`src/rtl/seg7_pkg.sv`:
```
// seg7_pkg: shared glyph constants, segment type and digit-select helper for the scan driver
package seg7_pkg;

    typedef logic [6:0] seg7_t;

    localparam int MAX_DIGITS = 8;

    // Segment order is {a,b,c,d,e,f,g}, a in the MSB
    localparam seg7_t SEG_0     = 7'b1111110;
    localparam seg7_t SEG_1     = 7'b0110000;
    localparam seg7_t SEG_2     = 7'b1101101;
    localparam seg7_t SEG_3     = 7'b1111001;
    localparam seg7_t SEG_4     = 7'b0110011;
    localparam seg7_t SEG_5     = 7'b1011011;
    localparam seg7_t SEG_6     = 7'b1011111;
    localparam seg7_t SEG_7     = 7'b1110000;
    localparam seg7_t SEG_8     = 7'b1111111;
    localparam seg7_t SEG_9     = 7'b1111011;
    localparam seg7_t SEG_A     = 7'b1110111;
    localparam seg7_t SEG_B     = 7'b0011111;
    localparam seg7_t SEG_C     = 7'b1001110;
    localparam seg7_t SEG_D     = 7'b0111101;
    localparam seg7_t SEG_E     = 7'b1001111;
    localparam seg7_t SEG_F     = 7'b1000111;
    localparam seg7_t SEG_BLANK = 7'b0000000;

    function automatic logic [MAX_DIGITS-1:0] digit_mask(input int unsigned n);
        return {{(MAX_DIGITS-1){1'b0}}, 1'b1} << n;
    endfunction

endpackage

```
`src/rtl/seg7_scan_driver_if.sv`:
```
// seg7_scan_driver_if: valid/ready word-load channel carrying digit nibbles and decimal points
interface seg7_scan_driver_if #(
    parameter int NUM_DIGITS = 4
);
    logic                    in_valid;
    logic                    in_ready;
    logic [4*NUM_DIGITS-1:0] in_data;
    logic [NUM_DIGITS-1:0]   in_dp;

    modport master (output in_valid, output in_data, output in_dp, input in_ready);
    modport slave  (input in_valid, input in_data, input in_dp, output in_ready);

endinterface

```
`src/rtl/seg7_glyph_decode.sv`:
```
// seg7_glyph_decode: nibble to 7-segment glyph, codes 10..15 blank unless hex mode is set
module seg7_glyph_decode
    import seg7_pkg::*;
(
    input  logic [3:0] i_nib,
    input  logic       i_hex_mode,
    output seg7_t      o_seg
);

    always_comb begin
        o_seg = SEG_BLANK;
        case (i_nib)
            4'h0: o_seg = SEG_0;
            4'h1: o_seg = SEG_1;
            4'h2: o_seg = SEG_2;
            4'h3: o_seg = SEG_3;
            4'h4: o_seg = SEG_4;
            4'h5: o_seg = SEG_5;
            4'h6: o_seg = SEG_6;
            4'h7: o_seg = SEG_7;
            4'h8: o_seg = SEG_8;
            4'h9: o_seg = SEG_9;
            4'hA: o_seg = i_hex_mode ? SEG_A : SEG_BLANK;
            4'hB: o_seg = i_hex_mode ? SEG_B : SEG_BLANK;
            4'hC: o_seg = i_hex_mode ? SEG_C : SEG_BLANK;
            4'hD: o_seg = i_hex_mode ? SEG_D : SEG_BLANK;
            4'hE: o_seg = i_hex_mode ? SEG_E : SEG_BLANK;
            4'hF: o_seg = i_hex_mode ? SEG_F : SEG_BLANK;
            default: o_seg = SEG_BLANK;
        endcase
    end

endmodule

```
`src/rtl/seg7_scan_driver.sv`:
```
// seg7_scan_driver: time-multiplexed 7-segment scanner with frame-aligned double-buffered updates
module seg7_scan_driver
    import seg7_pkg::*;
#(
    parameter int NUM_DIGITS = 4,
    parameter int SCAN_DIV   = 1000,
    parameter int HEX_MODE   = 0,
    parameter int ACTIVE_LOW = 0
) (
    input  logic                  clk,
    input  logic                  rst,
    input  logic                  i_en,
    input  logic                  i_blank_lz,
    seg7_scan_driver_if.slave     s_if,
    output seg7_t                 o_seg,
    output logic                  o_dp,
    output logic [NUM_DIGITS-1:0] o_an
);

    localparam int   PW  = $clog2(SCAN_DIV);
    localparam int   IW  = (NUM_DIGITS > 1) ? $clog2(NUM_DIGITS) : 1;
    localparam logic POL = (ACTIVE_LOW != 0);
    localparam logic HEX = (HEX_MODE != 0);

    logic [PW-1:0]           r_presc;
    logic [IW-1:0]           r_idx;
    logic [4*NUM_DIGITS-1:0] r_disp;
    logic [4*NUM_DIGITS-1:0] r_pend;
    logic [NUM_DIGITS-1:0]   r_disp_dp;
    logic [NUM_DIGITS-1:0]   r_pend_dp;
    logic                    r_pend_valid;
    logic                    r_in_ready;

    logic                  w_tick;
    logic                  w_frame;
    logic                  w_xfer;
    logic                  w_load;
    logic                  w_pend_next;
    logic                  w_sup;
    logic                  w_dp;
    logic [3:0]            w_nib;
    logic [NUM_DIGITS-1:0] w_an;
    seg7_t                 w_glyph;
    seg7_t                 w_seg;

    assign s_if.in_ready = r_in_ready;

    always_comb begin
        logic v_zero;
        w_tick      = i_en && (r_presc == PW'(SCAN_DIV - 1));
        w_frame     = w_tick && (r_idx == IW'(NUM_DIGITS - 1));
        w_xfer      = s_if.in_valid && r_in_ready;
        // While disabled nothing scans, so a pending word is adopted at once to keep the channel moving
        w_load      = r_pend_valid && (w_frame || !i_en);
        w_pend_next = w_xfer || (r_pend_valid && !w_load);
        w_an        = NUM_DIGITS'(digit_mask(32'(r_idx)));
        w_nib       = 4'd0;
        w_dp        = 1'b0;
        w_sup       = 1'b0;
        v_zero      = 1'b1;
        for (int k = NUM_DIGITS - 1; k >= 0; k--) begin
            v_zero = v_zero && (r_disp[4*k +: 4] == 4'd0);
            if (r_idx == IW'(k)) begin
                w_nib = r_disp[4*k +: 4];
                w_dp  = r_disp_dp[k];
                w_sup = i_blank_lz && (k != 0) && v_zero;
            end
        end
    end

    seg7_glyph_decode u_decode (
        .i_nib      (w_nib),
        .i_hex_mode (HEX),
        .o_seg      (w_glyph)
    );

    assign w_seg = w_sup ? SEG_BLANK : w_glyph;

    always_ff @(posedge clk) begin
        if (rst) begin
            r_presc      <= '0;
            r_idx        <= '0;
            r_disp       <= '0;
            r_disp_dp    <= '0;
            r_pend       <= '0;
            r_pend_dp    <= '0;
            r_pend_valid <= 1'b0;
            r_in_ready   <= 1'b1;
            o_seg        <= {7{POL}};
            o_dp         <= POL;
            o_an         <= {NUM_DIGITS{POL}};
        end else begin
            if (i_en) begin
                r_presc <= w_tick ? '0 : r_presc + 1'b1;
                if (w_tick) r_idx <= w_frame ? '0 : r_idx + 1'b1;
            end
            if (w_load) begin
                r_disp    <= r_pend;
                r_disp_dp <= r_pend_dp;
            end
            if (w_xfer) begin
                r_pend    <= s_if.in_data;
                r_pend_dp <= s_if.in_dp;
            end
            r_pend_valid <= w_pend_next;
            r_in_ready   <= !w_pend_next;
            o_seg        <= {7{POL}} ^ (i_en ? w_seg : SEG_BLANK);
            o_dp         <= POL ^ (i_en && w_dp);
            o_an         <= {NUM_DIGITS{POL}} ^ (i_en ? w_an : '0);
        end
    end

endmodule

```
`src/flat_wrapper.sv`:
```
// flat-port wrapper written by rule: the top's interface ports become plain ports
module seg7_scan_driver_flat import seg7_pkg::*;
#(
    parameter int NUM_DIGITS = 4,
    parameter int SCAN_DIV   = 1000,
    parameter int HEX_MODE   = 0,
    parameter int ACTIVE_LOW = 0
)
  (clk, rst, i_en, i_blank_lz, o_seg, o_dp, o_an, s_if_in_valid, s_if_in_data, s_if_in_dp, s_if_in_ready);
  seg7_scan_driver_if #(.NUM_DIGITS(NUM_DIGITS)) s_if_i ();
  input  logic clk;
  input  logic rst;
  input  logic i_en;
  input  logic i_blank_lz;
  output seg7_t o_seg;
  output logic o_dp;
  output logic [NUM_DIGITS-1:0] o_an;
  input wire logic [$bits(s_if_i.in_valid)-1:0] s_if_in_valid;
  input wire logic [$bits(s_if_i.in_data)-1:0] s_if_in_data;
  input wire logic [$bits(s_if_i.in_dp)-1:0] s_if_in_dp;
  output wire logic [$bits(s_if_i.in_ready)-1:0] s_if_in_ready;
  assign s_if_i.in_valid = s_if_in_valid;
  assign s_if_i.in_data = s_if_in_data;
  assign s_if_i.in_dp = s_if_in_dp;
  assign s_if_in_ready = s_if_i.in_ready;
  seg7_scan_driver #(.NUM_DIGITS(NUM_DIGITS), .SCAN_DIV(SCAN_DIV), .HEX_MODE(HEX_MODE), .ACTIVE_LOW(ACTIVE_LOW)) u_core (.clk(clk), .rst(rst), .i_en(i_en), .i_blank_lz(i_blank_lz), .s_if(s_if_i), .o_seg(o_seg), .o_dp(o_dp), .o_an(o_an));
endmodule
```
`config.mk`:
```
export PLATFORM = sky130hd
export DESIGN_NAME = seg7_scan_driver_flat
export DESIGN_NICKNAME = d
export VERILOG_FILES = /design/src/rtl/seg7_pkg.sv /design/src/rtl/seg7_scan_driver_if.sv /design/src/rtl/seg7_glyph_decode.sv /design/src/rtl/seg7_scan_driver.sv /design/src/flat_wrapper.sv
export SDC_FILE = /design/constraint.sdc
export NUM_CORES = 1
export LEC_CHECK = 0
export ABC_AREA = 1
export CAP_MARGIN = 0
export CORE_MARGIN = 2
export CORE_UTILIZATION = 54
export CTS_CLUSTER_DIAMETER = 80
export DETAILED_ROUTE_END_ITERATION = 7
export MAX_ROUTING_LAYER = met4
export PLACE_DENSITY = 0.79
export SLEW_MARGIN = 30
export SYNTH_ARGS = -nofsm -noshare
export SYNTH_HDL_FRONTEND = slang
export SYNTH_SLANG_ARGS = --single-unit
```
`constraint.sdc`:
```
create_clock -name clk -period 2.1 [get_ports clk]
set_input_delay 0.42 -clock clk [delete_from_list [all_inputs] [get_ports clk]]
set_output_delay 0.42 -clock clk [all_outputs]
set_load 0.005 [all_outputs]
```
# Yosys cells after proc, flatten, opt, wreduce, memory -nomap -nowiden
# Cells that the tools add are included.
# classes
addsub,2
mux,15
n_reduce_logical,25
eq_ne,19
bitwise_logic,1
shifts,1
# op_table
operator,count
$pmux W7 S11,1
$eq A4 B4 Y1 const B,8
$eq A4 B3 Y1 const B,4
$logic_not A4 Y1,4
$mux W4,4
$logic_and A1 B1 Y1,11
$add A10 B1 Y10 const B,1
$eq A10 B10 Y1 const B,1
$mux W10,1
$eq A4 B2 Y1 const B,2
$mux W1,8
$reduce_or A6 Y1,1
$eq A2 B2 Y1 const B,2
$eq A4 B1 Y1 const B,1
$shl A1 B2 Y4 const A,1
$logic_not A1 Y1,3
$reduce_or A3 Y1,1
$add A2 B1 Y2 const B,1
$eq A2 B1 Y1 const B,1
$logic_not A2 Y1,1
$logic_or A1 B1 Y1,2
$mux W2,1
$reduce_and A2 Y1,1
$reduce_or A2 Y1,1
$not A1 Y1,1
# word_totals
ff_bits,66
output_inout_bits,13
wordCells,74
input_bits,25

# Longest topological paths before layout
# Gate-level depths: netlist (run 1).
# depth
depth_word,9
ltp_mapped,15
depth_no_buf,14

# Modules after synthesis
# From an unflattened synthesis (run 1), not the netlist that was laid out.
# hier_totals
cells_unflattened,422
area_unflattened_um2,2982.9
# by_module_without_submodules
mod,cells_each,area_per_inst_um2,seq_area_each_um2,instances
seg7_scan_driver,367,2737.6,1321.3,1
seg7_glyph_decode,55,245.2,0.0,1

# Least setup slack after synthesis (run 1)
# No wires, ideal clock.
# synth_path
path_kind,reg2reg
from,register u_core.r_idx[0]
to,register u_core.o_seg[6]
path_buffers,1
setup_ns,0.120
period_less_slack_ns,1.754
required_ns,1.980
setup_slack_ns,0.346
path_stages_with_launch,10
t_arrival_ns,1.634
path_cell_list,dfxtp_1 inv_1 ha_1 buf_2 nor2_2 a21oi_1 o21bai_1 o21ai_1 o21bai_1 nand2_1
# synth_between
elab_chain_len,8
elab_cells_between_ends,31
cone_classes,eq/ne: 18; mux: 9; reduce/logical: 4
# synth_rtl
element,line_no,rtl
start: declaration,seg7_scan_driver.sv:26,logic [IW-1:0] r_idx;
start signal: assignment,seg7_scan_driver.sv:95,if (w_tick) r_idx <= w_frame ? '0 : r_idx + 1'b1;
$eq A2 B2 Y1,seg7_scan_driver.sv:63,if (r_idx == IW'(k)) begin
$mux W4 (4 in a row),seg7_scan_driver.sv:63,
$eq A4 B4 Y1,seg7_glyph_decode.sv:12,case (i_nib)
$reduce_or A6 Y1 (no line),--,
$pmux W7 S11,seg7_glyph_decode.sv:12,
end signal: assignment,seg7_scan_driver.sv:89,o_seg <= {7{POL}};
end signal: assignment,seg7_scan_driver.sv:107,o_seg <= {7{POL}} ^ (i_en ? w_seg : SEG_BLANK);
end: declaration,seg7_scan_driver.sv:15,"output seg7_t o_seg,"
# Several ways; a longest one is shown, not always the timed one.
# A chain may end at the register's enable or synchronous reset.

# Worst setup path after layout (run 1)
# Ends and elaborated chain as after synthesis.

==> results.yml, run 1 <==
timing:
  grt_setup_unrepaired: "no"
  timing.slew.headroom: 0.773
  setup_viol_count_final: 0
  fin_setup_tns_ps: 0
  tightest_slew_ps: 339
  fmax_mhz: 518
  finClkSkew_ps: 5.09
  fin_crit_ps: 1930
  slew_violations: 0
  hold_viol: 0
  timing.final.ws_setup_ps: 168
  fin_crit_sh: 0.920
setup_path:
  crit_path_cell_trace: "inv_2, ha_1, buf_4, a21oi_1, nand2_1, nand2_2, inv_1, nand3_1, nand3_1, o21bai_1, nand2_1"
  slowest_delay_ps: 430
  path_buf_inv: 3
  cp.depth: 11
  cp.required_ps: 2330
  critPathMaxFanout: 7
  crit_path_start_kind: "flop"
  crit_type: "reg -> reg"
  r2r.worst_path.cells: 11
  endpoint_kind: "flop"
  crit_slowest_cell: "dfxtp_1"
  cp_top_family: "simple AND/OR/NAND/NOR gates"
  cp_data_arrival_time_ps: 2170
placed_design:
  dp_hpwl_um: 3810
  gp_congestion: 0.840
  numPortBuffers: 37
  pre_cts_ws_ps: 42.6
yosys:
  synth_area_per_cell_um2: 7.38
  synth_compound_area_frac: 0.157
  synthXorXnorAreaFrac: 0
  synth_common_cells: "nor2_1, dfxtp_1, o21ai_0, nand2_1, inv_1"
  yosysTopAreaCell: "dfxtp_1"
  synth-main-ff-cell: "dfxtp_1"
  synthSimpleGateAreaFrac: 0.269
  ys_seq_area_frac: 0.483
  yosysMostFrequentCell: "nor2_1"
  ys_top_cells_by_area: "dfxtp_1, nor2_1, o21ai_0"
  ys_ff_latch: 66
  synth_top_family_by_area: "simple AND/OR/NAND/NOR gates"
  synth.cell_area_um2: 2740
  yosysWarnings: 0
  synth_top_area_frac: 0.483
  async_flop_share: 0
  synth_fa_ha_area_frac: 0.0229
  synthMuxAreaShare: 0
  synth_cells: 371
  synth-edff-count: 0
  synth.distinct_cells: 29
  syn_nets: 401
power_and_ir_drop:
  p_int_w: 0.00216
  swShare: 0.240
  cellPowerDensity_nw_per_um2: 822
  finalPower_w: 0.00284
  pwr-share-comb: 0.097
  pwr-share-clk: 0.424
  seq_power_share: 0.479
  peakVddDrop_mv: 0.612
  p_switching_w: 0.000680
  p_leak_nw: 1.45
clocking:
  root_buffer: "clkbuf_8"
  cts.sinks: 66
  clockBufferDepth: 2
  htreeDepth: 3
  tritoncts: "done"
  hold_buffers: 0
  clk_pin_slew_ps: 70
  clk_latency_ps: 340
  numCtsBuffers: 9
grt:
  grt_pass1_wl_um: 9410
  grt_pass1_vias: 2296
  grt_max_degree: 43
  overflow: 0
  busiest_layer: "met2"
  grtUsageMet3: 0.0723
  grt_use_met1: 0.261
  track_usage: 0.226
  antenna_found_initial: 0
  use_met2: 0.359
detailed_routing:
  drt-initial-drc-count: 167
  drt-pass1-iter-count: 6
  wl_per_cell_um: 11.1
  ant_nets: 0
  drc: 0
  routed_wl_um: 5390
  via_per_inst: 4.90
  num_vias: 2388
floorplanning:
  initial_utilization: 0.568
  die-area_um2: 5650
  io_pins: 38
  rows: 25
  die_w_um: 75.2
  core_region_area_um2: 4820
  die_h_um: 75.2
layout:
  layout.area.seq_um2: 1320
  drive_gt1_frac: 0.107
  synthToLayoutAreaGrowth_pct: 26.2
  multi_input_area_um2: 1260
  num_antenna_cells: 0
  fillers: 414
  fin_nets: 445
min_path:
  hold_depth: 2
  hp-class: "reg -> reg"
run_status:
  status: "completed"
job:
  max_cap_viol_count: 0
## power groups by stage
stage,logic [W],registers [W],clock network (W)
after global placement,0.000265,0.00139,0
after floorplan,0.000166,0.00138,0
after CTS,0.000274,0.00136,0.00121
after detailed placement,0.000271,0.00139,0
after global routing,0.000321,0.00137,0.00127
final,0.000275,0.00136,0.00120
## cells by family after synthesis
group / after synthesis
and+or+nand+nor: 175
AOI/OAI and AO/OA: 81
adders and majority gates: 5
DFF: 66
buffers and inverters: 44
## worst reg2reg max path, delay by kind of cell (launching register included)
family / cells / cell delay, ps
flip-flops: 1 / 430
AO/OA/AOI/OAI: 2 / 280
adder cells (fa/ha/maj): 1 / 240
buffers and inverters: 3 / 350
AND/OR/NAND/NOR: 5 / 530
## final timing paths
kind	slack, ps	endpoint	from
worst min-delay path	480	u_core.r_pend[5]	u_core.r_pend[5]
worst max register to register	170	u_core.o_seg[6]	u_core.r_idx[0]
worst min register to register	480	u_core.r_pend[5]	u_core.r_pend[5]
worst max-delay path	170	u_core.o_seg[6]	u_core.r_idx[0]
## state kept, by name, summed over array words and instances, names as in the netlist
name and cells:
u_core.s_if.in_ready 1, u_core.o_seg 7, u_core.o_dp 1, u_core.r_idx 2
u_core.r_disp_dp 4, u_core.r_pend_dp 4, u_core.r_disp 16, u_core.r_pend 16
u_core.r_presc 10, u_core.o_an 4, u_core.r_pend_valid 1
## routing by layer
layer,wire length [µm],vias up,part of all wire
met3,222,13,0.041
met4,116,0,0.022
met1,2540,1026,0.47
met2,2500,54,0.46
li1,-,1295,-
met5,0,-,0
## stage by stage
stage | util | area, µm² | cells | hold WS, ps
global route | 0.717 | 3450 | 487 | 508
CTS | 0.709 | 3410 | 486 | 485
detailed placement | 0.661 | 3190 | 470 | 468
floorplan | - | 2740 | 371 | 437
global placement | 0.661 | 3190 | 470 | 453
finish | 0.717 | 3450 | 487 | 479
## cells in the final DEF, fill, tap and decap left out, types with 2 or more instances in the layout
master | netlist | layout
nor2_1 | 101 | 101
dfxtp_1 | 66 | 65
o21ai_0 | 43 | 43
nand2_1 | 41 | 41
clkdlybuf4s50_1 | 0 | 37
inv_1 | 27 | 26
a21oi_1 | 15 | 15
o21ai_1 | 13 | 12
nand3_1 | 12 | 12
nor3_1 | 10 | 10
clkbuf_8 | 0 | 10
buf_4 | 0 | 10
inv_2 | 3 | 4
clkinvlp_4 | 0 | 4
a31oi_1 | 3 | 3
or2_2 | 3 | 3
ha_1 | 5 | 3
nand2_2 | 2 | 2
o21bai_1 | 2 | 2
bufinv_16 | 0 | 2
## area by class of cell
type	instances	area share
inverter	30	0.0326
timing repair buffer	47	0.129
multi-input combinational	261	0.365
clock inverter	6	0.0261
tap	67	0.0243
clock buffer	10	0.0399
sequential	66	0.383
## timing repair
| action | in CTS | in global routing |
|---|---|---|
| setup endpoints to repair | 0 | 7 |
| buffers inserted | 0 | 1 |
| resized for setup | 0 | 8 |
| endpoints found under the hold margin | 0 | 0 |
Note: power is estimated with default switching activity, not from simulation.
==> inputs of run 2 (changes only) <==
--- a/config.mk
+++ b/config.mk
@@ -13,6 +13,7 @@
 export DETAILED_ROUTE_END_ITERATION = 7
 export MAX_ROUTING_LAYER = met4
 export PLACE_DENSITY = 0.79
+export REMOVE_ABC_BUFFERS = 1
 export SLEW_MARGIN = 30
 export SYNTH_ARGS = -nofsm -noshare
 export SYNTH_HDL_FRONTEND = slang
==> results.yml, run 2 (synthesis gave the netlist of run 1 again) <==
detailed_routing:
  drt-pass1-iter-count: 6
  drc: 0
  ant_nets: 0
  wl_per_cell_um: 10.8
  via_per_inst: 4.92
  drt-initial-drc-count: 74
  num_vias: 2386
  routed_wl_um: 5210
timing:
  timing.final.ws_setup_ps: 159
  fin_setup_tns_ps: 0
  slew_violations: 0
  tightest_slew_ps: 461
  fmax_mhz: 515
  fin_crit_sh: 0.924
  timing.slew.headroom: 0.692
  fin_crit_ps: 1940
  finClkSkew_ps: 9.16
  hold_viol: 0
  grt_setup_unrepaired: "no"
  setup_viol_count_final: 0
clocking:
  clockBufferDepth: 2
  root_buffer: "clkbuf_8"
  htreeDepth: 3
  cts.sinks: 66
  clk_pin_slew_ps: 60
  tritoncts: "done"
  numCtsBuffers: 9
  clk_latency_ps: 340
setup_path:
  crit_path_cell_trace: "inv_1, ha_4, inv_1, or2_2, nand2_1, nor2_1, nand2_1, nand3_1, o21bai_1, inv_1"
  cp.required_ps: 2320
  r2r.worst_path.cells: 10
  slowest_delay_ps: 350
  cp_data_arrival_time_ps: 2160
  rrSetupSlack_ps: 160
  r2r_end: "u_core.o_seg[3]"
  crit_top_cell: "inv_1"
  crit_path_start_kind: "flop"
  r2r-start: "u_core.r_idx[1]"
  cp-startpoint: "u_core.r_idx[1]"
  crit_type: "reg -> reg"
  critPathMaxFanout: 7
  crit_slowest_cell: "dfxtp_2"
  endpoint_kind: "flop"
power_and_ir_drop:
  cellPowerDensity_nw_per_um2: 738
  p_switching_w: 0.000623
  p_int_w: 0.00187
  p_leak_nw: 1.43
  pwr-share-comb: 0.110
  seq_power_share: 0.544
  finalPower_w: 0.00250
  peakVddDrop_mv: 0.557
  pwr-share-clk: 0.345
  swShare: 0.249
layout:
  synthToLayoutAreaGrowth_pct: 23.5
  fin_nets: 444
  num_antenna_cells: 0
  fin_area_um2: 3380
  drive_gt1_frac: 0.103
  final_common_cell: "nor2_1"
  layout.area.seq_um2: 1320
  final_cell_mix: "nor2_1, dfxtp_1, o21ai_0"
  multi_input_area_um2: 1270
  reg.largest.list: "u_core.r_disp: 16 flops, u_core.r_pend: 16 flops, u_core.r_presc: 10 flops"
  fillers: 432
run_status:
  status: "completed"
min_path:
  hp-class: "reg -> reg"
  min_from: "u_core.r_disp[2]"
  hold_depth: 2
  hold_end: "u_core.r_disp[2]"
floorplanning:
  die-area_um2: 5650
  core_region_area_um2: 4820
  io_pins: 38
  die_h_um: 75.2
  rows: 25
  die_w_um: 75.2
  initial_utilization: 0.568
grt:
  track_usage: 0.222
  overflow: 0
  grt_pass1_wl_um: 9200
  grt_pass1_vias: 2248
  antenna_found_initial: 0
  grt_max_degree: 44
placed_design:
  place_area_um2: 3190
  gp_congestion: 0.846
  pre_cts_ws_ps: 28.0
  numPortBuffers: 37
  dp_hpwl_um: 3710
job:
  max_cap_viol_count: 0
## run 2: cell types whose count changed in the layout (fill, tap and decap cells not counted), moves of 2 or more
cell,delta
clkbuf_1,+2
ha_4,+2
bufinv_16,-2
clkinv_2,+4
clkinvlp_4,-4
## run 2: how the worst max path moves through the flow
stage | slack, ps | to | depth (start not counted)
global placement | 100 | u_core.r_presc[9] | 8
floorplan | 370 | u_core.o_seg[6] | 9
detailed placement | 30 | u_core.r_disp[6] | 9
global route | 5 | u_core.o_seg[3] | 10
CTS | 70 | u_core.o_seg[3] | 12
finish | 160 | u_core.o_seg[3] | 10
## run 2: metrics by stage
stage	util	hold WS, ps	instances
finish	0.702	477	485
global route	0.702	500	485
CTS	0.693	483	485
detailed placement	0.661	468	470
global placement	0.661	458	470
floorplan	-	437	357
## run 2: final cells by class
| class | instances | area share |
|---|---|---|
| sequential | 66 | 0.392 |
| multi-input combinational | 261 | 0.376 |
| timing repair buffer | 46 | 0.130 |
| tap | 67 | 0.0248 |
| clock buffer | 11 | 0.0389 |
| clock inverter | 4 | 0.00592 |
| inverter | 30 | 0.0333 |
## run 2: repair_timing
| item | in CTS | in global routing |
|---|---|---|
| setup endpoints to repair | 0 | 7 |
| buffers inserted | 0 | 0 |
| gates resized for setup | 0 | 10 |
| hold buffers | 0 | 0 |
## run 2: per-layer routing
metal  GRT usage  part of all wire
met2       0.367              0.46
met5           -                 0
met4       0.127             0.024
met1       0.247              0.48
met3      0.0455             0.038
## run 2: worst max-delay path, delay by kind of cell (launching register included)
kind            cells  cell delay, ps
flops               1             350
simple gates        5             700
compound gates      1             160
buf+inv             3             390
fa+ha+maj           1             210
## run 2: power by group through the flow
stage / Clock, W / Combinational (W) / Sequential [W]
floorplan: 0 / 0.000155 / 0.00138
global placement: 0 / 0.000270 / 0.00139
detailed placement: 0 / 0.000277 / 0.00139
CTS: 0.000877 / 0.000278 / 0.00136
global route: 0.000927 / 0.000319 / 0.00137
finish: 0.000861 / 0.000276 / 0.00136
